File: config.mk
export PLATFORM = sky130hd
export DESIGN_NAME = adsr_envelope
export DESIGN_NICKNAME = d
export VERILOG_FILES = /design/src/rtl/adsr_envelope.sv
export SDC_FILE = /design/constraint.sdc
export NUM_CORES = 1
export LEC_CHECK = 0
export ABC_AREA = 1
export BUFFER_PORTS_ARGS = -buffer_cell sky130_fd_sc_hd__buf_2
export CAP_MARGIN = 40
export CELL_PAD_IN_SITES_DETAIL_PLACEMENT = 0
export CELL_PAD_IN_SITES_GLOBAL_PLACEMENT = 2
export CORE_MARGIN = 2
export CORE_UTILIZATION = 29
export CTS_CLUSTER_SIZE = 20
export DETAILED_ROUTE_END_ITERATION = 10
export PLACE_DENSITY = 0.86
export SLEW_MARGIN = 10
export SYNTH_ARGS = -nofsm -noshare
export SYNTH_HDL_FRONTEND = slang
export SYNTH_SLANG_ARGS = --single-unit
export TNS_END_PERCENT = 5
File: constraint.sdc
create_clock -name clk -period 7.3 [get_ports clk]
set_clock_uncertainty 0.15 [all_clocks]
set_input_delay 1.095 -clock clk [delete_from_list [all_inputs] [get_ports clk]]
set_output_delay 1.095 -clock clk [all_outputs]
set_load 0.01 [all_outputs]
File: src/rtl/adsr_envelope.sv
// Gate-triggered ADSR envelope generator producing a unipolar gain CV, its negation,
// the gate state and an end-of-cycle trigger, all updated on the sample-rate strobe.
module adsr_envelope #(
    parameter int W         = 16,
    parameter int GATE_ON   = 4000,
    parameter int GATE_OFF  = 2000,
    parameter int TRIG_LVL  = 20000,
    parameter int EOC_TICKS = 8
) (
    input  logic                clk,
    input  logic                rst,
    input  logic                sample_clk,
    input  logic signed [W-1:0] sample_in0,
    input  logic signed [W-1:0] sample_in1,
    input  logic signed [W-1:0] sample_in2,
    input  logic signed [W-1:0] sample_in3,
    output logic signed [W-1:0] sample_out0,
    output logic signed [W-1:0] sample_out1,
    output logic signed [W-1:0] sample_out2,
    output logic signed [W-1:0] sample_out3,
    input  logic [7:0]          jack
);
    localparam int AW = W + 7;
    localparam int EW = $clog2(EOC_TICKS + 1);
    localparam logic [AW-1:0]       FS      = {AW{1'b1}};
    localparam logic signed [W-1:0] ON_LVL  = GATE_ON[W-1:0];
    localparam logic signed [W-1:0] OFF_LVL = GATE_OFF[W-1:0];
    localparam logic signed [W-1:0] TRIG    = TRIG_LVL[W-1:0];
    localparam logic [EW-1:0]       EOC_INIT = EOC_TICKS[EW-1:0];

    typedef enum logic [2:0] {IDLE, ATTACK, DECAY, SUSTAIN, RELEASE} state_t;

    // Negative CVs clamp to zero; positive ones drop the sign bit.
    function automatic logic [W-2:0] pos(input logic signed [W-1:0] x);
        return x[W-1] ? {(W-1){1'b0}} : x[W-2:0];
    endfunction

    state_t              state_r, state_s;
    logic [AW-1:0]       env_r, env_s;
    logic                gate_r, gate_s, sclk_q_r, tick_s, rise_s, fall_s;
    logic [EW-1:0]       eoc_r, eoc_s;
    logic [W-1:0]        atk_s, dr_s;
    logic [AW-1:0]       sus_s;
    logic [AW:0]         sum_s;
    logic signed [W-1:0] out0_s, out1_s, out2_s, out3_s;
    logic signed [W-1:0] out0_r, out1_r, out2_r, out3_r;
    logic                unused_jack;

    assign unused_jack = ^jack;
    assign tick_s = sample_clk & ~sclk_q_r;
    assign atk_s  = {1'b0, pos(sample_in1)} + {{(W-1){1'b0}}, 1'b1};
    assign dr_s   = {1'b0, pos(sample_in2)} + {{(W-1){1'b0}}, 1'b1};
    assign sus_s  = {pos(sample_in3), 8'h00};
    assign sum_s  = {1'b0, env_r} + {{(AW+1-W){1'b0}}, atk_s};

    // State, accumulator, gate, EOC counter and registered outputs.
    always_ff @(posedge clk) begin
        if (rst) begin
            state_r  <= IDLE;
            env_r    <= {AW{1'b0}};
            gate_r   <= 1'b0;
            eoc_r    <= {EW{1'b0}};
            sclk_q_r <= 1'b0;
            out0_r   <= {W{1'b0}};
            out1_r   <= {W{1'b0}};
            out2_r   <= {W{1'b0}};
            out3_r   <= {W{1'b0}};
        end else begin
            state_r  <= state_s;
            env_r    <= env_s;
            gate_r   <= gate_s;
            eoc_r    <= eoc_s;
            sclk_q_r <= sample_clk;
            out0_r   <= out0_s;
            out1_r   <= out1_s;
            out2_r   <= out2_s;
            out3_r   <= out3_s;
        end
    end

    // Next state: gate edges pre-empt rate progression and consume the tick.
    always_comb begin
        state_s = state_r;
        env_s   = env_r;
        gate_s  = gate_r;
        eoc_s   = eoc_r;
        rise_s  = 1'b0;
        fall_s  = 1'b0;
        if (tick_s) begin
            if (sample_in0 > ON_LVL)        gate_s = 1'b1;
            else if (sample_in0 < OFF_LVL)  gate_s = 1'b0;
            else                            gate_s = gate_r;
            rise_s = gate_s & ~gate_r;
            fall_s = ~gate_s & gate_r;
            if (eoc_r != {EW{1'b0}}) eoc_s = eoc_r - {{(EW-1){1'b0}}, 1'b1};
            else                     eoc_s = eoc_r;
            if (rise_s) begin
                state_s = ATTACK;
                eoc_s   = {EW{1'b0}};
            end else if (fall_s && (state_r == ATTACK || state_r == DECAY || state_r == SUSTAIN)) begin
                state_s = RELEASE;
            end else begin
                case (state_r)
                    ATTACK: begin
                        if (sum_s >= {1'b0, FS}) begin
                            env_s   = FS;
                            state_s = DECAY;
                        end else begin
                            env_s = sum_s[AW-1:0];
                        end
                    end
                    DECAY: begin
                        if ({1'b0, env_r} <= {1'b0, sus_s} + {{(AW+1-W){1'b0}}, dr_s}) begin
                            env_s   = sus_s;
                            state_s = SUSTAIN;
                        end else begin
                            env_s = env_r - {{(AW-W){1'b0}}, dr_s};
                        end
                    end
                    SUSTAIN: env_s = sus_s;
                    RELEASE: begin
                        if (env_r <= {{(AW-W){1'b0}}, dr_s}) begin
                            env_s   = {AW{1'b0}};
                            state_s = IDLE;
                            eoc_s   = EOC_INIT;
                        end else begin
                            env_s = env_r - {{(AW-W){1'b0}}, dr_s};
                        end
                    end
                    IDLE:    env_s = {AW{1'b0}};
                    default: begin
                        env_s   = {AW{1'b0}};
                        state_s = IDLE;
                    end
                endcase
            end
        end else begin
            state_s = state_r;
        end
    end

    // Output decode from the current registered state.
    always_comb begin
        out0_s = {1'b0, env_r[AW-1:8]};
        out1_s = {W{1'b0}} - out0_s;
        if (gate_r) out2_s = TRIG;
        else        out2_s = {W{1'b0}};
        if (eoc_r != {EW{1'b0}}) out3_s = TRIG;
        else                     out3_s = {W{1'b0}};
    end

    assign sample_out0 = out0_r;
    assign sample_out1 = out1_r;
    assign sample_out2 = out2_r;
    assign sample_out3 = out3_r;
endmodule

==> impl_metrics.ini <==
[outcome]
status = finished, final reports clean

[timing]
tightest_slew_ps = 811.0
timing.slew.headroom = 0.4588
hold_ws_ps = 318.4
timing.fmax_mhz = 158.9
minimum_clock_period_ps = 6292
timing.final.max_slew_violations = 0
report.final.setup_viol = 0
final_min_period_over_clock_period = 0.8619
finalHoldViolations = 0
grt_setup_unrepaired = no
finalSetupTns_ps = 0

[cts]
post_cts.repair.setup_buffers = 0
clock_path_buffers = 2
cts_num_sinks = 64
clk_pin_slew_ps = 70
cts_hold_repair.buffers = 0
postCtsResizedCells = 0
cts_root_buffer = clkbuf_16
insertion_delay_of_the_later_clocked_pin_in_the_worst_skew_pair_ps = 340
cts.htree.levels = 3
cts_tree = done
clock_buffer_count_from_cts = 9

[setup_path]
crit_path_max_incr_delay_ps = 420
cp-end-kind = register
critical_path_arrival_ps = 6380
regToRegEndpoint = env_r[19]
critPathMaxFanout = 15
critical_path.slowest_cell = or4_1
r2r_cells = 22
required_ps = 7380
ff2ff_setup_slack_ps = 3830
crit-reg2reg-launch = env_r[0]
worstSetupPathType = primary input to register
crit_top_cell = nand3_1
worstSetupStartpointType = primary input

[synthesis]
synth_simple_gate_area_frac = 0.4153
ys_dominant_reg_cell = dfxtp_1
synth_compound_area_frac = 0.1048
fraction_of_synthesis_flops_using_an_asynchronous_set_or_reset_pin = 0
synth_seq_cells = 64
post_synth_num_cell_types = 49
synth.area.top_cells = nand2_1 17%, dfxtp_1 17%, inv_1 11%
synth.largest_area_cell = nand2_1
syn-mean-instance-area_sq_um = 5.825
post_synth_instance_area_sq_um = 7427
dominant_combinational_cell_family_by_area_after_synthesis = simple AND/OR/NAND/NOR gates
synth_xor_area_frac = 0.05071
cells_after_synthesis = 1275
synth_top_cells_by_count = 346 x nand2_1, 213 x inv_1, 142 x nor2_1
synth_largest_type_area_fraction = 0.1749
synth_seq_area_share = 0.1725
synthMuxAreaShare = 0
post_synth_fa_ha_maj_area_fraction = 0.09468
synth_edf_count = 0
synth.most_common_cell = nand2_1
synth.yosys.warnings = 0

[pwr]
p_sw_frac = 0.3310
clkPwrFrac = 0.440
p_leak_nw = 4.634
fin_total_pwr_w = 0.001199
combinationalPowerShare = 0.246
power_density_nw_per_um2 = 141.4
net_switching_power_w = 0.0003968
worst_ir_drop_vdd_uv = 97.80
cellInternalPower_w = 0.0008021
seq_power_share = 0.314

[layout]
n_fill_cell = 2921
layout-drive-gt1-share = 0.1301
multi_input_comb_area_sq_um = 5029
regArea_sq_um = 1281
area.growth.synth_to_final_pct = 14.13
layout.nets = 1493
diodes = 0
final_core_util = 0.3366

[global_route]
globalRouteOverflowTotal = 0
first_pass_grt_wire_length_um = 38840
initial_antenna_violation_count = 0
pin_count_of_the_biggest_net_entering_global_routing = 34
track_usage = 0.1855
first_global_vias = 7496

[floorplanning]
rows = 58
die-width_um = 164.0
floorplan.initialDensity = 0.2949
io_pins = 139
total_die_area_sq_um = 26910
die_height_um = 164.0
core-area_sq_um = 25180

[hold_path]
hold-path-cell-count = 2
worst_hold_path.endpoint = eoc_r[2]
hold_path.class = register to register
hold_path.startpoint = eoc_r[2]

[routing]
drc = 0
vias_after_detailed_routing = 7923
antenna_violating_nets_post_route = 0
drt-total-wl_um = 24750
drt_iter0_drc = 486
first_pass_detailed_route_iteration_total = 5
post_drt_via_cell_ratio = 4.666
wl_per_cell_um = 14.57

[place]
routability_driven_placement_congestion_ratio = 0.9043
dp.final_hpwl_um = 20750
buffer_ports.inserted = 107

[run]
max_cap_viol_count = 0
per-layer routing:
layer | up-vias | track usage | part of all wire
met1 | 3550 | 0.2645 | 0.50
met2 | 185 | 0.2989 | 0.44
met5 | - | 0 | 0
li1 | 4164 | - | -
met3 | 24 | 0.01793 | 0.045
met4 | 0 | 0.04745 | 0.019
logic make-up (layout without fill, tap and decap cells):
logic type / after synthesis / count (layout)
buffers and inverters: 276 / 347
XOR/XNOR: 43 / 43
adder cells (fa/ha/maj): 55 / 55
other: 1 / 23
AND/OR/NAND/NOR: 694 / 694
flip-flops: 64 / 64
AO/OA/AOI/OAI: 142 / 142
critical path, delay by kind of cell:
kind | cells | cell delay, ps
AO/OA/AOI/OAI | 4 | 520
adder cells (fa/ha/maj) | 3 | 890
buffers and inverters | 4 | 560
XOR/XNOR | 2 | 380
AND/OR/NAND/NOR | 17 | 2920
flip-flops by register name, summed over array words and instances, names as in the netlist:
name / flops
env_r: 23
sample_out0: 15
sample_out1: 15
eoc_r: 4
state_r: 3
gate_r: 1
sample_out2: 1
sample_out3: 1
sclk_q_r: 1
worst max-delay path by stage:
stage	to	cells after the start	from	slack [ps]
2_1_floorplan	state_r[1]	32	sample_in2[15]	1590
3_3_place_gp	env_r[5]	32	sample_in2[15]	700
3_5_place_dp	env_r[5]	32	sample_in2[15]	650
4_1_cts	env_r[5]	32	sample_in2[15]	980
5_1_grt	env_r[5]	32	sample_in2[15]	380
6_report	env_r[22]	30	sample_in2[15]	1010
cell type report:
class	instances	share of cell area
multi-input combinational	957	0.5932
sequential	64	0.1511
inverter	218	0.09683
timing repair buffer	113	0.06849
tap	330	0.04871
clock buffer	9	0.02657
clock inverter	7	0.01506
metrics by stage:
stage               cells  setup WS, ps  instance area [sq um]
floorplan            1297          1589                   7510
global placement     1681         695.5                   8117
detailed placement   1682         649.8                   8124
CTS                  1698         979.7                   8477
global route         1698         380.6                   8477
finish               1698          1008                   8477
power groups by stage:
| stage | Combinational (W) | Sequential, W | Clock [W] |
|---|---|---|---|
| 6_report | 0.000295 | 0.000376 | 0.000528 |
| 5_1_grt | 0.000334 | 0.000377 | 0.000551 |
| 4_1_cts | 0.000296 | 0.000375 | 0.000530 |
| 3_5_place_dp | 0.000294 | 0.000383 | 0 |
| 3_3_place_gp | 0.000294 | 0.000383 | 0 |
| 2_1_floorplan | 0.000220 | 0.000380 | 0 |
cells in the final DEF (no fill, tap or decap), drive strengths merged, types with 3 or more instances in the layout:
cell / Yosys / layout
nand3b: 5 / 5
o211ai: 5 / 5
nor3: 15 / 15
xor2: 31 / 31
a21boi: 4 / 4
conb: 1 / 23
xnor2: 12 / 12
a31oi: 4 / 4
a21oi: 62 / 62
dfxtp: 64 / 64
nor4: 5 / 5
clkbuf: 16 / 9
nand2: 363 / 363
nand3: 117 / 117
ha: 53 / 53
o21ai: 58 / 58
a22oi: 3 / 3
bufinv: 0 / 3
and2: 5 / 5
nor2: 153 / 153
inv: 218 / 220
nand4: 27 / 27
buf: 42 / 113
Power figures use the tool's default switching activity.
